`config.mk`:
```
export PLATFORM = sky130hd
export DESIGN_NAME = alu_mc
export DESIGN_NICKNAME = d
export VERILOG_FILES = /design/src/rtl/alu_mc.sv
export SDC_FILE = /design/constraint.sdc
export NUM_CORES = 1
export LEC_CHECK = 0
export ABC_AREA = 1
export ABC_CLOCK_PERIOD_IN_PS = 1800
export CAP_MARGIN = 20
export CORE_ASPECT_RATIO = 0.5
export CORE_MARGIN = 10
export CORE_UTILIZATION = 40
export CTS_BUF_LIST = sky130_fd_sc_hd__clkbuf_4 sky130_fd_sc_hd__clkbuf_8 sky130_fd_sc_hd__clkbuf_16
export DETAILED_ROUTE_END_ITERATION = 6
export GPL_TIMING_DRIVEN = 0
export PLACE_DENSITY_LB_ADDON = 0.05
export SYNTH_ARGS = -nofsm -noshare
export SYNTH_HDL_FRONTEND = slang
export SYNTH_SLANG_ARGS = --single-unit
```
`constraint.sdc`:
```
create_clock -name clk -period 1.8 [get_ports clk]
set_input_delay 0.27 -clock clk [delete_from_list [all_inputs] [get_ports clk]]
set_output_delay 0.27 -clock clk [all_outputs]
set_load 0.05 [all_outputs]
```
`src/rtl/alu_mc.sv`:
```
// Multi-cycle ALU with a valid/ready request and result handshake.
// Optional iterative shift-add multiplier on op 1010 when ALU_MC_MUL_EN is defined.
module alu_mc #(
    parameter int unsigned WIDTH = 32
) (
    input  logic             clk,
    input  logic             reset,
    input  logic             in_valid,
    output logic             in_ready,
    input  logic [WIDTH-1:0] a,
    input  logic [WIDTH-1:0] b,
    input  logic [3:0]       op,
    output logic             out_valid,
    input  logic             out_ready,
    output logic [WIDTH-1:0] result,
    output logic             zero,
    output logic             ovf,
    output logic             branch,
    output logic             illegal
);

    localparam int unsigned SHW = $clog2(WIDTH);

    localparam logic [3:0] OP_ADD = 4'b0000;
    localparam logic [3:0] OP_SUB = 4'b0001;
    localparam logic [3:0] OP_XOR = 4'b0010;
    localparam logic [3:0] OP_BEQ = 4'b0011;
    localparam logic [3:0] OP_OR  = 4'b0100;
    localparam logic [3:0] OP_AND = 4'b0101;
    localparam logic [3:0] OP_SLL = 4'b0110;
    localparam logic [3:0] OP_SRL = 4'b0111;
    localparam logic [3:0] OP_SRA = 4'b1000;
    localparam logic [3:0] OP_SLT = 4'b1001;
`ifdef ALU_MC_MUL_EN
    localparam logic [3:0] OP_MUL = 4'b1010;
`endif

    typedef enum logic [1:0] {
        IDLE = 2'd0,
        BUSY = 2'd1,
        DONE = 2'd2
    } state_e;

    state_e           state_q, state_d;
    logic             rdy_en_q, rdy_en_d;
    logic [WIDTH-1:0] result_q, result_d;
    logic             ovf_q, ovf_d;
    logic             branch_q, branch_d;
    logic             illegal_q, illegal_d;

    logic             accept_c;
    logic             start_mul_c;
    logic             mul_last_c;

    logic [WIDTH-1:0] alu_res_c;
    logic             alu_ovf_c;
    logic             alu_br_c;
    logic             alu_ill_c;
    logic [SHW-1:0]   shamt_c;

    // State register
    always_ff @(posedge clk or posedge reset) begin
        if (reset) state_q <= IDLE;
        else       state_q <= state_d;
    end

    // Next-state logic
    always_comb begin
        state_d = state_q;
        case (state_q)
            IDLE: if (accept_c) state_d = start_mul_c ? BUSY : DONE;
            BUSY: if (mul_last_c) state_d = DONE;
            DONE: begin
                if (accept_c)       state_d = start_mul_c ? BUSY : DONE;
                else if (out_ready) state_d = IDLE;
            end
            default: state_d = IDLE;
        endcase
    end

    // Handshake outputs; in_ready stays low until the first edge after reset
    always_comb begin
        in_ready  = 1'b0;
        out_valid = (state_q == DONE);
        if (rdy_en_q && !reset)
            in_ready = (state_q == IDLE) || ((state_q == DONE) && out_ready);
    end

    assign accept_c = in_valid && in_ready;

    // Single-cycle operation results
    always_comb begin
        alu_res_c = '0;
        alu_ovf_c = 1'b0;
        alu_br_c  = 1'b0;
        alu_ill_c = 1'b0;
        shamt_c   = b[SHW-1:0];
        case (op)
            OP_ADD: begin
                alu_res_c = a + b;
                alu_ovf_c = (a[WIDTH-1] == b[WIDTH-1]) && (alu_res_c[WIDTH-1] != a[WIDTH-1]);
            end
            OP_SUB: begin
                alu_res_c = a - b;
                alu_ovf_c = (a[WIDTH-1] != b[WIDTH-1]) && (alu_res_c[WIDTH-1] != a[WIDTH-1]);
            end
            OP_XOR: alu_res_c = a ^ b;
            OP_BEQ: alu_br_c  = (a == b);
            OP_OR:  alu_res_c = a | b;
            OP_AND: alu_res_c = a & b;
            OP_SLL: alu_res_c = a << shamt_c;
            OP_SRL: alu_res_c = a >> shamt_c;
            OP_SRA: alu_res_c = $unsigned($signed(a) >>> shamt_c);
            OP_SLT: alu_res_c = {{(WIDTH-1){1'b0}}, ($signed(a) < $signed(b))};
`ifdef ALU_MC_MUL_EN
            OP_MUL: alu_res_c = '0;
`endif
            default: alu_ill_c = 1'b1;
        endcase
    end

`ifdef ALU_MC_MUL_EN
    logic [2*WIDTH-1:0] prod_q, prod_d;
    logic [WIDTH-1:0]   mcand_q, mcand_d;
    logic [SHW-1:0]     cnt_q, cnt_d;
    logic [WIDTH:0]     mul_sum_c;
    logic [2*WIDTH-1:0] prod_step_c;

    assign start_mul_c = accept_c && (op == OP_MUL);
    assign mul_last_c  = (state_q == BUSY) && (cnt_q == SHW'(WIDTH - 1));

    // One shift-add step: conditionally add multiplicand to the high half, then shift right
    always_comb begin
        mul_sum_c   = {1'b0, prod_q[2*WIDTH-1:WIDTH]} + {1'b0, (prod_q[0] ? mcand_q : {WIDTH{1'b0}})};
        prod_step_c = {mul_sum_c, prod_q[WIDTH-1:1]};
        prod_d      = prod_q;
        mcand_d     = mcand_q;
        cnt_d       = cnt_q;
        if (start_mul_c) begin
            prod_d  = {{WIDTH{1'b0}}, b};
            mcand_d = a;
            cnt_d   = '0;
        end else if (state_q == BUSY) begin
            prod_d = prod_step_c;
            cnt_d  = cnt_q + SHW'(1);
        end
    end

    always_ff @(posedge clk or posedge reset) begin
        if (reset) begin
            prod_q  <= '0;
            mcand_q <= '0;
            cnt_q   <= '0;
        end else begin
            prod_q  <= prod_d;
            mcand_q <= mcand_d;
            cnt_q   <= cnt_d;
        end
    end
`else
    assign start_mul_c = 1'b0;
    assign mul_last_c  = 1'b0;
`endif

    // Result registers: load on single-cycle accept or multiplier completion, otherwise hold
    always_comb begin
        rdy_en_d  = 1'b1;
        result_d  = result_q;
        ovf_d     = ovf_q;
        branch_d  = branch_q;
        illegal_d = illegal_q;
        if (accept_c && !start_mul_c) begin
            result_d  = alu_res_c;
            ovf_d     = alu_ovf_c;
            branch_d  = alu_br_c;
            illegal_d = alu_ill_c;
        end
`ifdef ALU_MC_MUL_EN
        else if (mul_last_c) begin
            result_d  = prod_step_c[WIDTH-1:0];
            ovf_d     = |prod_step_c[2*WIDTH-1:WIDTH];
            branch_d  = 1'b0;
            illegal_d = 1'b0;
        end
`endif
    end

    always_ff @(posedge clk or posedge reset) begin
        if (reset) begin
            rdy_en_q  <= 1'b0;
            result_q  <= '0;
            ovf_q     <= 1'b0;
            branch_q  <= 1'b0;
            illegal_q <= 1'b0;
        end else begin
            rdy_en_q  <= rdy_en_d;
            result_q  <= result_d;
            ovf_q     <= ovf_d;
            branch_q  <= branch_d;
            illegal_q <= illegal_d;
        end
    end

    assign result  = result_q;
    assign zero    = (result_q == '0);
    assign ovf     = ovf_q;
    assign branch  = branch_q;
    assign illegal = illegal_q;

endmodule
```
==> results.sh, run 1 <==
export IMPL_gp_congestion=1.09
export IMPL_cts_tree="done"
export IMPL_synthArstFlopShare_pct=100
export IMPL_drtAntennaViolNets=0
export IMPL_power_density_mw_per_mm2=468
export IMPL_grt_max_degree=38
export IMPL_power_mw=8.16
export IMPL_grt_overflow=0
export IMPL_insertion_delay_ps=280
export IMPL_slowest_delay_ps=290
export IMPL_drt_iter0_drc=2631
export IMPL_initial_core_util_pct=40.7
export IMPL_setup_ws_ps=-398
export IMPL_ys_warn_count=0
export IMPL_syn_area_mm2=0.0118
export IMPL_rows=44
export IMPL_antenna_found_initial=0
export IMPL_max_vdd_ir_drop_uv=814
export IMPL_synth_edf_count=0
export IMPL_crit_slowest_cell="ha_1"
export IMPL_stdcell_area_mm2=0.0174
export IMPL_cts_root_buf="clkbuf_16"
export IMPL_cts_buffer_depth=2
export IMPL_ios=110
export IMPL_syn_avg_cell_area_um2=5.15
export IMPL_status="finished, violations left"
export IMPL_ys_seq_area_share_pct=7.84
export IMPL_violations="negative setup slack"
export IMPL_worstPathRequired_ps=1970
export IMPL_hold_viol_final=0
export IMPL_area_delta_synth_final_pct=47.7
export IMPL_synth_fp_nets=2464
export IMPL_fp_dieW_um=263
export IMPL_drcViolationCount=0
export IMPL_grt_usage_pct=34.9
export IMPL_dp_slack_ps=-1510
export IMPL_critical_path_arrival_ps=2370
export IMPL_rsz0062_at_grt="true"
export IMPL_cp_common_cell="nand2_1"
export IMPL_slew_headroom_pct=46.6
export IMPL_synthesis_instances=2293
export IMPL_wirelength_um=70000
export IMPL_die_area_mm2=0.0372
export IMPL_synth_distinct_cells=52
export IMPL_cts_num_sinks=37
export IMPL_fmax_mhz=455
export IMPL_clk_pin_slew_worst_paths_ps=60
export IMPL_die_h_um=141
export IMPL_hpwl_um=54900
export IMPL_cp_cell_sequence="clkdlybuf4s15_2 > inv_1 > ha_1 > buf_6 > nand2_2 > nor2_4 > nand2_1 > nor2_1 > nand2_1 > nand3_1 > nand2_1 > nand3_1 > nand4_1 > nand2_1 > nand2_1"
export IMPL_path_buf_inv=3
export IMPL_num_vias=17497
export IMPL_cap_viol_max_count=0
export IMPL_cts_buffers=5
export IMPL_critical_path_startpoint_type="input port"
export IMPL_ys_seq_elements=37
export IMPL_ys_flop_type="dfrtp_1"
export IMPL_leakage_nw=9.14
export IMPL_drive_gt1_share_pct=32.1
export IMPL_wl_per_cell_um=23.9
export IMPL_worst_pin_slew_ps=801
export IMPL_numPortBuffers=109
export IMPL_nNetsFinal=2707
export IMPL_finalMaxSlewViolations=0
export IMPL_period_minus_slack_ps=2200
export IMPL_finalClockSkew_ps=6.06
export IMPL_hold_path_class="flop to flop"
export IMPL_criticalPathCategory="input port to flop"
export IMPL_end_kind="flop"
export IMPL_grt_pass1_wl_um=99300
export IMPL_grt_pass1_vias=15969
export IMPL_critical_path_top_delay_family="simple AND/OR/NAND/NOR gates"
export IMPL_drt_vias_per_instance=5.98
export IMPL_drt_pass1_iterations=6
export IMPL_setup_viol=35
export IMPL_coreArea_mm2=0.0290
export IMPL_placed_cell_area_mm2=0.0138
export IMPL_htree_levels=2
export IMPL_crit_fanout=7
export IMPL_antenna_diode_count=0
export IMPL_min_period_over_period_pct=122
## final timing paths
kind / startpoint / end / slack [ps] / depth (start not counted)
worst max register to register: state_q[1]$_DFFE_PP0P_ / result[9]$_DFFE_PP0P_ / 40 / 8
worst min-delay path: ovf$_DFFE_PP0P_ / ovf$_DFFE_PP0P_ / 490 / 2
max in group asynchronous: reset / result[24]$_DFFE_PP0P_ / 750 / 2
min in group asynchronous: reset / rdy_en_q$_DFF_PP0_ / 520 / 2
worst min register to register: ovf$_DFFE_PP0P_ / ovf$_DFFE_PP0P_ / 490 / 2
worst max-delay path: b[18] / result[23]$_DFFE_PP0P_ / -400 / 15
## where the power goes
part | total, mW | leakage (nW) | switching (mW) | internal, mW
sequential | 1.11 | 0.481 | 0.134 | 0.974
clock | 0.858 | 0.0690 | 0.316 | 0.542
combinational | 6.20 | 8.59 | 4.03 | 2.16
total | 8.16 | 9.14 | 4.48 | 3.68
## repair_timing
action                     CTS  global route
setup endpoints to repair   37            42
pin swaps                  173           160
setup buffers               90            41
hold buffers                 0             0
resized for setup          705           323
gates cloned                 4             1
## layout by cell type (no fill, tap or decap), types with 14 or more instances in the layout
cell,count
clkbuf_2,24
inv_1,220
ha_1,78
nand2_1,697
ha_4,19
dfrtp_1,31
buf_12,16
nand4_1,31
o211ai_1,26
dlygate4sd2_1,15
nand2_2,134
buf_6,49
inv_2,55
nand3_4,21
nor2_1,96
clkdlybuf4s50_1,29
buf_2,36
o22ai_1,14
a21oi_1,47
nand3_2,40
nor2_4,60
o21ai_0,34
nor2_2,34
nand3_1,280
buf_8,17
a21oi_2,27
clkbuf_4,15
nand2_4,54
o21ai_1,40
buf_4,107
## cell families after synthesis
logic type / after synthesis / synth area share, %
AOI/OAI and AO/OA: 243 / 11.9
xor gates and xnor gates: 6 / 0.445
adders and majority gates: 99 / 10.6
buffers and inverters: 398 / 14.3
DFF: 37 / 7.84
other: 1 / 0.0318
and+or+nand+nor: 1509 / 54.9
## final cells by class
class / instances / area [um^2]
multi-input combinational: 1858 / 11600
fill: 2973 / 11600
timing repair buffer: 242 / 2150
inverter: 297 / 1220
sequential: 37 / 933
buffer: 95 / 911
tap: 391 / 489
clock buffer: 6 / 139
clock inverter: 1 / 7.51
## worst register-to-register path, cell delays in order, from the launching register on
cell	delay (ps)
dfrtp_2	350
inv_1	50
o21ai_0	290
nor2_4	50
nand2_1	100
clkbuf_2	340
clkbuf_2	340
nand2_1	100
nand2_1	80
## metal layers
layer  track usage [%]  up-vias  share of wire [%]
met2              52.0     1220                 40
met5                 0        -                  0
met1              48.4     8181                 41
met3              8.19      201                 14
li1                  -     7895                  -
met4              11.7        0                4.2
## per-stage QoR
step,std cells,hold slack [ps],util (%),TNS [ps]
after global routing,2927,522,60.1,-11600
after global placement,2793,469,47.7,-55270
final,2927,491,60.1,-9370
after floorplan,2293,363,-,-5020
after detailed placement,2793,475,47.7,-46690
after CTS,2892,492,55.9,-9080
## Yosys cell counts, types with 2 or more instances
library cell	n	area [um^2]
a21o_1	2	15.0
a21oi_1	80	400
a221oi_1	2	17.5
a31oi_1	6	37.5
and2_1	12	75.1
buf_1	11	41.3
buf_2	53	265
buf_4	11	82.6
buf_6	9	101
clkbuf_1	13	48.8
clkbuf_2	4	20.0
dfrtp_1	37	926
fa_1	2	40.0
ha_1	97	1210
inv_1	279	1050
inv_2	13	48.8
inv_4	5	31.3
nand2_1	871	3270
nand2_2	13	81.3
nand2_4	3	33.8
nand3_1	339	1700
nand3_2	2	20.0
nand3b_1	4	30.0
nand4_1	31	194
nor2_1	177	664
nor2_2	4	25.0
nor2_4	9	101
nor3_1	25	125
nor3_2	3	30.0
nor4_1	9	56.3
o2111ai_1	6	52.6
o211ai_1	26	195
o21ai_0	74	370
o21ai_1	17	85.1
o21bai_1	7	52.6
o221ai_1	3	26.3
o22ai_1	14	87.6
or4_1	2	15.0
xnor2_1	2	17.5
xor2_1	4	35.0
## registers in the layout, indices dropped and copies added, names as in the netlist
| name | count |
|---|---|
| state_q | 1 |
| illegal | 1 |
| result | 32 |
| ovf | 1 |
| rdy_en_q | 1 |
| branch | 1 |
(Power assumes the default switching activity.)
==> run 2, diff against run 1 <==
- CTS_BUF_LIST: sky130_fd_sc_hd__clkbuf_4 sky130_fd_sc_hd__clkbuf_8 sky130_fd_sc_hd__clkbuf_16 -> sky130_fd_sc_hd__clkbuf_2
- RECOVER_POWER: not set -> 50
==> run 2 against run 1 <==
The flow finishes with violations (design-rule violations, negative setup slack). Hold slack got worse by 44 ps. Maximum frequency is 3.2% higher. Wire length rose by 1.3%. Register-to-register slack better by 70 ps. Utilization increased by 0.97 points. Cell count grew 0.44%. Highest routed layer unchanged. Power down 5.1%. Critical path type is now flop to output pin. Critical path depth is 12 lower. Combinational power increased by 2%. Largest cell class unchanged. Non-clock buffer count grew 13. Sequential share of layout area shrank 0.085 points. Clock skew up 23 ps.
==> results.sh, run 2 (synthesis gave the netlist of run 1 again) <==
export IMPL_worstPathRequired_ps=1530
export IMPL_end_kind="output pin"
export IMPL_critical_path_startpoint_type="flop"
export IMPL_initial_core_util_pct=40.7
export IMPL_power_density_mw_per_mm2=437
export IMPL_die_h_um=141
export IMPL_layout_commonest_cell="nand2_1"
export IMPL_rows=44
export IMPL_criticalPathCategory="flop to output pin"
export IMPL_status="finished, violations left"
export IMPL_regToRegEndpoint="result[5]$_DFFE_PP0P_"
export IMPL_drcViolationCount=5
export IMPL_clk_pin_slew_worst_paths_ps=190
export IMPL_setup_viol=33
export IMPL_cts_tree="done"
export IMPL_wirelength_um=70900
export IMPL_cts_buffer_depth=2
export IMPL_gp_congestion=1.09
export IMPL_largest_reg_flops=32
export IMPL_finalClockSkew_ps=29.1
export IMPL_area_delta_synth_final_pct=50.1
export IMPL_slew_headroom_pct=9.42
export IMPL_reg2regPathDepth=8
export IMPL_drt_pass1_iterations=7
export IMPL_num_vias=17605
export IMPL_die_area_mm2=0.0372
export IMPL_hold_path_class="input port to flop"
export IMPL_nNetsFinal=2720
export IMPL_htree_levels=2
export IMPL_cts_hold_buf=0
export IMPL_drtAntennaViolNets=0
export IMPL_grt_overflow=0
export IMPL_dp_slack_ps=-1510
export IMPL_rrSetupSlack_ps=110
export IMPL_cts_num_sinks=37
export IMPL_drt_iter0_drc=2572
export IMPL_grt_pass1_wl_um=99000
export IMPL_cts_buffers=5
export IMPL_reg2reg_from="state_q[1]$_DFFE_PP0P_"
export IMPL_min_period_over_period_pct=118
export IMPL_leakage_nw=9.35
export IMPL_antenna_found_initial=0
export IMPL_coreArea_mm2=0.0290
export IMPL_violations="design-rule violations, negative setup slack"
export IMPL_worst_pin_slew_ps=1360
export IMPL_setup_ws_ps=-331
export IMPL_nFillCells=2914
export IMPL_crit_fanout=2
export IMPL_rsz0062_at_grt="true"
export IMPL_cts_root_buf="clkbuf_2"
export IMPL_max_vdd_ir_drop_uv=525
export IMPL_fp_dieW_um=263
export IMPL_regArea_um2=933
export IMPL_hold_viol_final=0
export IMPL_antenna_diode_count=0
export IMPL_grt_max_degree=38
export IMPL_startpoint="result[24]$_DFFE_PP0P_"
export IMPL_multi_input_area_mm2=0.0120
export IMPL_insertion_delay_ps=400
export IMPL_ios=110
export IMPL_grt_pass1_vias=15904
export IMPL_grt_usage_pct=34.9
export IMPL_drive_gt1_share_pct=35.0
export IMPL_layout_cells_most_common_list="nand2_1 (680), nand3_1 (259), inv_1 (216)"
export IMPL_crit_path_end="zero"
export IMPL_wl_per_cell_um=24.1
export IMPL_hpwl_um=54900
export IMPL_critical_path_arrival_ps=1860
export IMPL_drt_vias_per_instance=5.99
export IMPL_numPortBuffers=109
export IMPL_finalMaxSlewViolations=0
export IMPL_setup_tns_ps=-5990
export IMPL_cap_viol_max_count=0
export IMPL_period_minus_slack_ps=2130
export IMPL_fmax_mhz=469
run 2: changes by cell type in the layout (fill, tap and decap cells not counted), sizes merged, moves of 2 or more:
cell	delta
clkdlybuf4s50	-25
clkbuf	-11
dlymetal6s2s	-4
buf	+21
dlygate4sd2	+36
clkinv	+2
clkdlybuf4s15	-5
run 2: worst min path at each step:
stage | start | end | slack, ps | depth (start not counted)
final | out_ready | state_q[1]$_DFFE_PP0P_ | 450 | 2
after global routing | op[2] | result[0]$_DFFE_PP0P_ | 470 | 6
after CTS | reset | rdy_en_q$_DFF_PP0_ | 380 | 2
after detailed placement | ovf$_DFFE_PP0P_ | ovf$_DFFE_PP0P_ | 480 | 2
after global placement | ovf$_DFFE_PP0P_ | ovf$_DFFE_PP0P_ | 470 | 2
after floorplan | out_ready | state_q[1]$_DFFE_PP0P_ | 360 | 1
run 2: per-layer routing:
metal / vias to the layer above / share of wire [%] / global-route usage (%)
met5: - / 0 / 0
met4: 0 / 4.2 / 11.2
met3: 208 / 14 / 8.34
met2: 1290 / 40 / 51.9
met1: 8198 / 41 / 48.4
li1: 7909 / - / -
run 2: where the power goes:
| part | internal, mW | leakage, nW | total [mW] | switching (mW) |
|---|---|---|---|---|
| Clock | 0.0835 | 0.0225 | 0.351 | 0.268 |
| Sequential | 0.971 | 0.481 | 1.09 | 0.123 |
| Combinational | 2.15 | 8.85 | 6.30 | 4.15 |
run 2: metrics by stage:
step                      instance area (um^2)  hold slack (ps)  cells  power (mW)  utilization, %
after floorplan                          12300              363   2293        4.02               -
after global placement                   13800              469   2793        5.67            47.7
after detailed placement                 13800              475   2793        5.68            47.7
after CTS                                16000              380   2878        6.82            55.2
after global routing                     17700              471   2940        8.10            61.1
final                                    17700              448   2940        7.75            61.1
run 2: repair_timing:
item / 4_1_cts / 5_1_grt
gates resized for setup: 727 / 403
setup buffers: 77 / 70
gates cloned: 3 / 1
setup endpoints to repair: 73 / 36
pin swaps: 164 / 213
run 2: cell type report:
class	instances	share of cell area, %
Buffer	92	4.73
Clock buffer	5	0.141
Clock inverter	2	0.0636
Inverter	297	6.90
Multi-Input combinational cell	1858	67.6
Sequential cell	37	5.27
Tap cell	391	2.76
Timing Repair Buffer	258	12.5
run 2: critical path, stage by stage (launching register included):
cell and delay (ps):
dfrtp_2 440, or4_4 540, nor4_4 280, buf_6 200
